===== config.mk =====
export PLATFORM = sky130hd
export DESIGN_NAME = entities_line_renderer_flat
export DESIGN_NICKNAME = d
export VERILOG_FILES = /design/src/rtl/entities_line_renderer_if.sv /design/src/rtl/entities_line_renderer.sv /design/src/flat_wrapper.sv
export SDC_FILE = /design/constraint.sdc
export NUM_CORES = 2
export LEC_CHECK = 0
export BUFFER_PORTS_ARGS = -buffer_cell sky130_fd_sc_hd__buf_4
export CAP_MARGIN = 30
export CELL_PAD_IN_SITES_DETAIL_PLACEMENT = 1
export CELL_PAD_IN_SITES_GLOBAL_PLACEMENT = 1
export CORE_MARGIN = 8
export CORE_UTILIZATION = 38
export DETAILED_ROUTE_END_ITERATION = 12
export PLACE_DENSITY_LB_ADDON = 0.1
export SETUP_SLACK_MARGIN = 0.4
export SKIP_LAST_GASP = 1
export SYNTH_ARGS = -nofsm -noshare
export SYNTH_HDL_FRONTEND = slang
export SYNTH_SLANG_ARGS = --single-unit

===== constraint.sdc =====
create_clock -name clk -period 17.3 [get_ports clk]
set_input_delay 2.595 -clock clk [delete_from_list [all_inputs] [get_ports clk]]
set_output_delay 2.595 -clock clk [all_outputs]
set_load 0.05 [all_outputs]

===== src/rtl/entities_line_renderer_if.sv =====
// ----------------------------------------------------------------------------
// entities_line_renderer_if
// Bundles the line-renderer's control, entity-RAM and pixel-read signals.
//   line_start       : one-cycle pulse, swap buffers and build line line_y
//   line_y           : board row to build (sampled with line_start)
//   entities_number  : valid entity list length (sampled with line_start)
//   address_read_ent : entity RAM read address
//   data_read_ent    : entity RAM read data {code[2:0], y[8:0], x[8:0]}
//   pixel_x          : front-buffer read column
//   pixel_type       : sprite code at pixel_x (registered)
//   busy             : back buffer is being built
//   overrun          : sticky, a line_start arrived while busy
// slave  : the renderer side
// master : the side that drives line control, the RAM data and pixel_x
// ----------------------------------------------------------------------------
interface entities_line_renderer_if;
    logic        line_start;
    logic [8:0]  line_y;
    logic [7:0]  entities_number;
    logic [7:0]  address_read_ent;
    logic [20:0] data_read_ent;
    logic [8:0]  pixel_x;
    logic [2:0]  pixel_type;
    logic        busy;
    logic        overrun;

    modport slave (
        input  line_start, line_y, entities_number, data_read_ent, pixel_x,
        output address_read_ent, pixel_type, busy, overrun
    );

    modport master (
        output line_start, line_y, entities_number, data_read_ent, pixel_x,
        input  address_read_ent, pixel_type, busy, overrun
    );
endinterface


===== src/rtl/entities_line_renderer.sv =====
// ----------------------------------------------------------------------------
// entities_line_renderer
// Builds one display line at a time into a double-buffered line buffer by
// scanning the entity list and painting each 48x48 sprite that crosses the
// requested row. The front bank is read pixel by pixel while the back bank
// is built for the next line.
// Ports:
//   clk   : system clock
//   rst_n : asynchronous active-low reset
//   bus   : entities_line_renderer_if.slave (line control, entity RAM read,
//           pixel read, busy/overrun status)
//
// state  | meaning
// -------+-------------------------------------------------------------
// IDLE   | waiting for line_start
// CLEAR  | writing CLEAR_CODE to every back-buffer cell, one per cycle
// FETCH  | issue entity RAM address idx
// WAIT   | RAM read latency
// TEST   | does entity idx cross row ly
// SPAN   | paint the sprite's 48 columns (clipped to the board)
// NEXT   | advance to the next entity or finish
// DONE   | drop busy
// ----------------------------------------------------------------------------
module entities_line_renderer #(
    parameter int         BOARD_PX   = 480,
    parameter int         SPRITE     = 48,
    parameter logic [2:0] CLEAR_CODE = 3'b000
) (
    input logic                     clk,
    input logic                     rst_n,
    entities_line_renderer_if.slave bus
);

    localparam logic [8:0] BOARD_W   = 9'(BOARD_PX);
    localparam logic [8:0] SPRITE_W  = 9'(SPRITE);
    localparam logic [8:0] LAST_CELL = 9'(BOARD_PX - 1);
    localparam logic [8:0] SPR_LAST  = 9'(SPRITE - 1);

    typedef enum logic [2:0] {
        S_IDLE, S_CLEAR, S_FETCH, S_WAIT, S_TEST, S_SPAN, S_NEXT, S_DONE
    } state_t;

    state_t     state, state_n;
    logic       front_sel, front_sel_n;
    logic       busy_q, busy_n;
    logic       overrun_q, overrun_n;
    logic [8:0] ly, ly_n;
    logic [7:0] n_q, n_n;
    logic [7:0] idx, idx_n;
    logic [8:0] cnt, cnt_n;
    logic [8:0] ent_x, ent_x_n;
    logic [2:0] ent_code, ent_code_n;
    logic [7:0] addr_q, addr_n;
    logic [2:0] pix_q;

    logic       wr_en;
    logic [8:0] wr_addr;
    logic [2:0] wr_data;
    logic [8:0] px;
    logic [8:0] dy;
    logic [7:0] idx_inc;

    // bank0 is front when front_sel=0; the other bank is always the back.
    logic [2:0] bank0 [BOARD_PX];
    logic [2:0] bank1 [BOARD_PX];

    always_ff @(posedge clk or negedge rst_n) begin
        if (!rst_n) begin
            state     <= S_IDLE;
            front_sel <= 1'b0;
            busy_q    <= 1'b0;
            overrun_q <= 1'b0;
            ly        <= '0;
            n_q       <= '0;
            idx       <= '0;
            cnt       <= '0;
            ent_x     <= '0;
            ent_code  <= '0;
            addr_q    <= '0;
        end else begin
            state     <= state_n;
            front_sel <= front_sel_n;
            busy_q    <= busy_n;
            overrun_q <= overrun_n;
            ly        <= ly_n;
            n_q       <= n_n;
            idx       <= idx_n;
            cnt       <= cnt_n;
            ent_x     <= ent_x_n;
            ent_code  <= ent_code_n;
            addr_q    <= addr_n;
        end
    end

    always_comb begin
        state_n     = state;
        front_sel_n = front_sel;
        busy_n      = busy_q;
        overrun_n   = overrun_q;
        ly_n        = ly;
        n_n         = n_q;
        idx_n       = idx;
        cnt_n       = cnt;
        ent_x_n     = ent_x;
        ent_code_n  = ent_code;
        addr_n      = addr_q;
        wr_en       = 1'b0;
        wr_addr     = cnt;
        wr_data     = CLEAR_CODE;
        // 9-bit wrap gives correct clipping for sprites above/left of board.
        px          = ent_x + cnt;
        dy          = ly - bus.data_read_ent[17:9];
        idx_inc     = idx + 8'd1;

        case (state)
            S_IDLE: ;
            S_CLEAR: begin
                wr_en = 1'b1;
                if (cnt == 9'd0) begin
                    idx_n   = '0;
                    state_n = (n_q == 8'd0) ? S_DONE : S_FETCH;
                end else begin
                    cnt_n = cnt - 9'd1;
                end
            end
            S_FETCH: begin
                addr_n  = idx;
                state_n = S_WAIT;
            end
            S_WAIT: state_n = S_TEST;
            S_TEST: begin
                if (dy < SPRITE_W) begin
                    ent_x_n    = bus.data_read_ent[8:0];
                    ent_code_n = bus.data_read_ent[20:18];
                    cnt_n      = SPR_LAST;
                    state_n    = S_SPAN;
                end else begin
                    state_n = S_NEXT;
                end
            end
            S_SPAN: begin
                // Columns are painted right to left; all carry the same code.
                wr_addr = px;
                wr_data = ent_code;
                wr_en   = (px < BOARD_W);
                if (cnt == 9'd0) state_n = S_NEXT;
                else             cnt_n   = cnt - 9'd1;
            end
            S_NEXT: begin
                idx_n   = idx_inc;
                state_n = (idx_inc == n_q) ? S_DONE : S_FETCH;
            end
            S_DONE: begin
                busy_n  = 1'b0;
                state_n = S_IDLE;
            end
            default: state_n = S_IDLE;
        endcase

        // A new line always wins; a build still in progress is abandoned and
        // its write this cycle is dropped so the outgoing back bank, now the
        // front, is not touched after the swap.
        if (bus.line_start) begin
            front_sel_n = ~front_sel;
            ly_n        = bus.line_y;
            n_n         = bus.entities_number;
            cnt_n       = LAST_CELL;
            busy_n      = 1'b1;
            state_n     = S_CLEAR;
            wr_en       = 1'b0;
            if (busy_q && state != S_DONE) overrun_n = 1'b1;
        end
    end

    always_ff @(posedge clk) begin
        if (wr_en) begin
            if (front_sel) bank0[wr_addr] <= wr_data;
            else           bank1[wr_addr] <= wr_data;
        end
    end

    always_ff @(posedge clk or negedge rst_n) begin
        if (!rst_n) begin
            pix_q <= '0;
        end else if (bus.pixel_x < BOARD_W) begin
            pix_q <= front_sel ? bank1[bus.pixel_x] : bank0[bus.pixel_x];
        end else begin
            pix_q <= CLEAR_CODE;
        end
    end

    assign bus.address_read_ent = addr_q;
    assign bus.pixel_type       = pix_q;
    assign bus.busy             = busy_q;
    assign bus.overrun          = overrun_q;

endmodule


===== src/flat_wrapper.sv =====
// flat-port wrapper written by rule: the top's interface ports become plain ports
module entities_line_renderer_flat 
#(
    parameter int         BOARD_PX   = 480,
    parameter int         SPRITE     = 48,
    parameter logic [2:0] CLEAR_CODE = 3'b000
)
  (clk, rst_n, bus_line_start, bus_line_y, bus_entities_number, bus_data_read_ent, bus_pixel_x, bus_address_read_ent, bus_pixel_type, bus_busy, bus_overrun);
  entities_line_renderer_if bus_i ();
  input logic clk;
  input logic rst_n;
  input wire logic [$bits(bus_i.line_start)-1:0] bus_line_start;
  input wire logic [$bits(bus_i.line_y)-1:0] bus_line_y;
  input wire logic [$bits(bus_i.entities_number)-1:0] bus_entities_number;
  input wire logic [$bits(bus_i.data_read_ent)-1:0] bus_data_read_ent;
  input wire logic [$bits(bus_i.pixel_x)-1:0] bus_pixel_x;
  output wire logic [$bits(bus_i.address_read_ent)-1:0] bus_address_read_ent;
  output wire logic [$bits(bus_i.pixel_type)-1:0] bus_pixel_type;
  output wire logic [$bits(bus_i.busy)-1:0] bus_busy;
  output wire logic [$bits(bus_i.overrun)-1:0] bus_overrun;
  assign bus_i.line_start = bus_line_start;
  assign bus_i.line_y = bus_line_y;
  assign bus_i.entities_number = bus_entities_number;
  assign bus_i.data_read_ent = bus_data_read_ent;
  assign bus_i.pixel_x = bus_pixel_x;
  assign bus_address_read_ent = bus_i.address_read_ent;
  assign bus_pixel_type = bus_i.pixel_type;
  assign bus_busy = bus_i.busy;
  assign bus_overrun = bus_i.overrun;
  entities_line_renderer #(.BOARD_PX(BOARD_PX), .SPRITE(SPRITE), .CLEAR_CODE(CLEAR_CODE)) u_core (.clk(clk), .rst_n(rst_n), .bus(bus_i));
endmodule

Word-level counts from Yosys, hierarchy flattened
Memories as Yosys holds them, arrays and structs flattened. Cells that the tools add are included.

Bits in registers: 63. Bits in writable memories: 2880. Input port bits: 50. Word-level logic and storage cells: 76. Memories: 2.

Memory list: u_core.bank0 (words 480, bits a word 3, rd ports 1, clocked after Yosys merged registers in 0, wr ports 1, line entities_line_renderer.sv:64) `logic [2:0] bank0 [BOARD_PX];`; u_core.bank1 (words 480, bits a word 3, rd ports 1, clocked after Yosys merged registers in 0, wr ports 1, line entities_line_renderer.sv:65) `logic [2:0] bank1 [BOARD_PX];`.

Add/sub/neg operators: 4. Magnitude comparators: 3. Eq/ne operators: 14. Mux-type cells: 27. Bitwise gates (word level): 1. Reduce and logical (&&, ||, !) cells: 13.

Operator list (count): 9-bit 2-to-1 mux (4); 3-bit 2-to-1 mux (8); 3-bit case mux with 7 select lines (1); 9-bit < comparator, second input constant (2); 9-bit case mux with 2 select lines (1); 8-bit case mux with 2 select lines (1); 3-bit equality test, second input constant (4); 9-bit adder (1); 9-bit zero test (1); 9-bit by 6-bit < comparator with 1-bit output, second input constant (1); 1-bit 2-to-1 mux (9); 3-bit by 2-bit != test with 1-bit output, second input constant (3); 9-bit by 1-bit subtractor with 9-bit output, second input constant (1); 9-bit subtractor (1); 8-bit by 1-bit adder with 8-bit output, second input constant (1); 8-bit equality test (1); 8-bit zero test (1); 8-bit 2-to-1 mux (1); 8-bit nonzero test (1); 3-bit by 2-bit equality test with 1-bit output, second input constant (2); 3-bit != test, second input constant (2); 2-bit AND reduction (3); 3-bit AND reduction (2); 2-bit nonzero test (2); other kinds (8) (8).

Logic depth before layout (Yosys ltp)
Depth in word-level cells: 6. Gate-level depth with buffers: 15. Gate-level depth less buffers: 12.

Worst setup path before layout
No wires, ideal clock.

Path kind: reg-to-reg. Start point: reg u_core.state[1]. End point: mem u_core.bank0[0][0], data pin. Library setup time: 2.724 ns. Arrival time: 12.869 ns. Required time: 14.576 ns. Path slack: 1.707 ns. Cell stages (with the launch flop): 5. Cells stage by stage: dfrtp_1 -> buf_2 -> nor2b_1 -> buf_2 -> and3_1.

Cells in the longest elaborated chain, start to end: 2.

Ends and longest elaborated chain: from (decl) (line entities_line_renderer.sv:43) `state_t state, state_n;`; from (signal assigned) (line entities_line_renderer.sv:81) `state <= state_n;`; 3-bit equality test (line entities_line_renderer.sv:115) `case (state)`; 3-bit 2-to-1 mux (line entities_line_renderer.sv:115); via u_core.wr_data[0] (line entities_line_renderer.sv:58) `logic [2:0] wr_data;`; to (decl) (line entities_line_renderer.sv:64).

The timed path passes the listed nets, and every way through them passes these cells.

Worst setup path in the final report
Start point: in bus_pixel_x[1]. End point: reg u_core.pix_q[1] (netlist: u_core.bus.pixel_type[1]).

Cells in the longest elaborated chain, start to end: 3. Elaborated cells on any way between the ends: 5.

Ends and longest elaborated chain: from (decl) (line flat_wrapper.sv:16) `input wire logic [$bits(bus_i.pixel_x)-1:0] bus_pixel_x;`; memory read 480 x 3 bit (on tied branches); 3-bit 2-to-1 mux (line entities_line_renderer.sv:186) `pix_q <= front_sel ? bank1[bus.pixel_x] : bank0[bus.pixel_x];`; 3-bit 2-to-1 mux (*) (line entities_line_renderer.sv:185) `end else if (bus.pixel_x < BOARD_W) begin`; to (signal assigned) (line entities_line_renderer.sv:186); to (decl) (line entities_line_renderer.sv:54) `logic [2:0] pix_q;`.

Mark *: on every way between the ends. The rest lies on a longest branch, timed or not. A chain may end at the register's enable or synchronous reset.

==> flow_metrics.tcl <==
set metrics [dict create \
    slew_headroom_pct 20.9 \
    grt-ovfl-total 0 \
    final_nets 6417 \
    vias 61500 \
    hold_slack_ns 0.476 \
    ys_types 78 \
    ant_nets 0 \
    maxCapViolCount 0 \
    synth-seq-area-share_pct 74.1 \
    outcome "complete, no violations" \
    gp_congestion 0.762 \
    synth-async-reset-ratio_pct 2.14 \
    clkSinkCount 2943 \
    drive_gt1_share_pct 24.7 \
    max_slew.worst_pin.slew_ns 1.18 \
    grt_pass1_wl_um 513000 \
    vdd_drop_max_mv 0.0763 \
    placed_area_um2 124000 \
    cts_resized 0 \
    cts-htree-levels 5 \
    post_drt_wl_per_cell_um 33.6 \
    r2r_setup_slack_ns 11.88 \
    finalWorstPathRequiredPeriod_ns 7.32 \
    postSynthCellCount 6195 \
    pin_count 63 \
    die_width_um 575 \
    first_global_vias 65700 \
    min_path_type "register to register" \
    core_area_um2 312000 \
    die_y_um 575 \
    report.final.slew_viol_count 0 \
    fin_crit_sh_pct 42.3 \
    utilization_pct 43.3 \
    synth_edf_count 2880 \
    fp-row-count 205 \
    grt_antenna_before_repair 18 \
    finalSetupViolCount 0 \
    p_leak_nw 48.5 \
    clkTransAtPathRegs_ns 0.06 \
    powerDensity_nw_per_um2 112 \
    post-route-drc-count 0 \
    viasPerCell 5.73 \
    synth_nets 6263 \
    crit_arrival_ns 8.08 \
    critPathRequiredTime_ns 18.06 \
    dp_hpwl_um 215000 \
    most-common-layout-cells "edfxtp_1, nor2_1, mux4_2" \
    start_util_pct 38.1 \
    max_freq_mhz 137 \
    critical_path.startpoint_type "primary input" \
    portBuffers 62 \
    multiInputGateArea_um2 28800 \
    rsz0062_at_grt "false" \
    finalWirelength_um 361000 \
    timing.setup.tns_ns 0 \
    root_buffer "clkbuf_16" \
    cts_setup_buffers 0 \
    first_iter_violations 5865 \
    n_fill_cell 29100 \
    endpoint_kind "register" \
    synth_ff_type "edfxtp_1" \
    grt_usage_pct 21.4 \
    finalPower_mw 15.1 \
    yosysWarnings 0 \
    synth.cell_area_um2 119000 \
    dieArea_um2 331000 \
    cts.path.max_buffers 4 \
    ys_ff_latch 2943 \
    hold_buffers 0 \
    drtPass1Iterations 5 \
    path_class "primary input to register" \
    cts_tree "yes" \
    path_max_fanout 49 \
    synth_area_per_cell_um2 19.2 \
    fin_area_um2 135000 \
    final_common_cell "edfxtp_1" \
    cts_buffers 324 \
    fin_worst_skew_ns 0.0291 \
    register_area_um2 88100 \
    syn2layout_area_growth_pct 13.4 \
    grt_max_degree 183 \
    clk_latency_ns 0.90 \
    hold_viol 0 \
]
-- path summary, 6_finish.rpt --
| path | startpoint | endpoint | depth (start not counted) |
|---|---|---|---|
| setup / recovery | bus_pixel_x[1] | u_core.bus.pixel_type[1] | 13 |
| hold / removal | u_core.bus.overrun | u_core.bus.overrun | 1 |
| setup reg to reg | u_core.state[0] | u_core.bank0[229][2] | 6 |
| hold reg to reg | u_core.bus.overrun | u_core.bus.overrun | 1 |
| max in group asynchronous | rst_n | u_core.bus.pixel_type[1] | 2 |
| min in group asynchronous | rst_n | u_core.bus.address_read_ent[0] | 1 |
-- sequential cells by signal, summed over array words and instances (netlist names), 3 cells and up --
signal                       count
u_core.bank0                  1440
u_core.bank1                  1440
u_core.bus.address_read_ent      8
u_core.bus.pixel_type            3
u_core.cnt                       9
u_core.ent_code                  3
u_core.ent_x                     9
u_core.idx                       8
u_core.ly                        9
u_core.n_q                       8
u_core.state                     3
-- final cells by class --
type	count	area share, %
Antenna cell	5	0.00928
Clock buffer	393	6.35
Clock inverter	186	1.26
Inverter	27	0.0853
Multi-Input combinational cell	2785	21.3
Sequential cell	2943	65.3
Tap cell	4140	3.84
Timing Repair Buffer	268	1.84
-- per-layer routing --
| metal | track usage (%) | vias to the layer above | routed length [um] |
|---|---|---|---|
| met5 | 0 | - | 27 |
| met4 | 5.61 | 4 | 9680 |
| met3 | 3.00 | 514 | 18900 |
| met2 | 35.4 | 1717 | 174000 |
| met1 | 30.1 | 33800 | 158000 |
| li1 | - | 25500 | - |
-- cells in the mapped netlist, types with 9 or more instances --
cell type | instances | area (um2)
inv_1 | 24 | 90.1
nor2b_1 | 14 | 87.6
a2111oi_0 | 11 | 96.3
a22oi_1 | 38 | 285
xor2_1 | 17 | 149
nand4_1 | 16 | 100
nor2_1 | 954 | 3580
buf_6 | 37 | 417
o211ai_1 | 9 | 67.6
xnor2_1 | 11 | 96.3
mux2_2 | 56 | 631
dfrtp_1 | 63 | 1580
nor3_1 | 68 | 340
a211oi_1 | 28 | 210
buf_1 | 21 | 78.8
a21oi_1 | 52 | 260
a221oi_1 | 9 | 78.8
nand3_1 | 67 | 335
a21o_1 | 9 | 67.6
o21ai_0 | 45 | 225
ha_1 | 17 | 213
nand2b_1 | 10 | 62.6
nand2_1 | 161 | 604
buf_4 | 46 | 345
nor4_1 | 77 | 482
buf_2 | 171 | 856
mux4_2 | 781 | 17600
o221ai_1 | 18 | 158
and2_1 | 13 | 81.3
edfxtp_1 | 2880 | 86500
clkbuf_1 | 163 | 612
o22ai_1 | 47 | 294
and3_1 | 14 | 87.6
mux2i_1 | 111 | 1110
a31oi_1 | 24 | 150
-- per-stage QoR --
| stage | worst slack [ns] | std cells |
|---|---|---|
| floorplan | 1.71 | 6195 |
| global placement | 8.49 | 10100 |
| detailed placement | 9.03 | 10200 |
| CTS | 9.98 | 10700 |
| global route | 9.81 | 10700 |
| finish | 9.98 | 10700 |
-- power by group --
group          total, mW  switching [mW]  internal [mW]
combinational      0.534           0.374          0.159
clock               6.79            2.85           3.94
sequential          7.73          0.0163           7.72
total               15.1            3.24           11.8
-- cell families (layout without fill, tap and decap cells) --
logic type	Yosys count	after routing	synth area share (%)
adders and majority gates	18	18	0.196
and+or+nand+nor	1421	1421	5.03
buffers and inverters	467	874	2.05
xor gates and xnor gates	28	28	0.206
AOI/OAI and AO/OA	368	368	2.16
DFF	2943	2943	74.1
other	0	5	0
muxes	950	950	16.3
-- worst max-delay path, stage by stage --
cell,delay [ns]
buf_8,0.38
buf_4,0.60
buf_4,0.68
buf_4,0.62
mux4_2,0.44
mux4_2,0.55
o22ai_1,0.38
or4_1,0.17
nand4_1,0.28
a2111oi_1,0.74
buf_2,0.29
buf_4,0.14
a31oi_1,0.04
No activity file was read; power rests on OpenSTA's default activity.
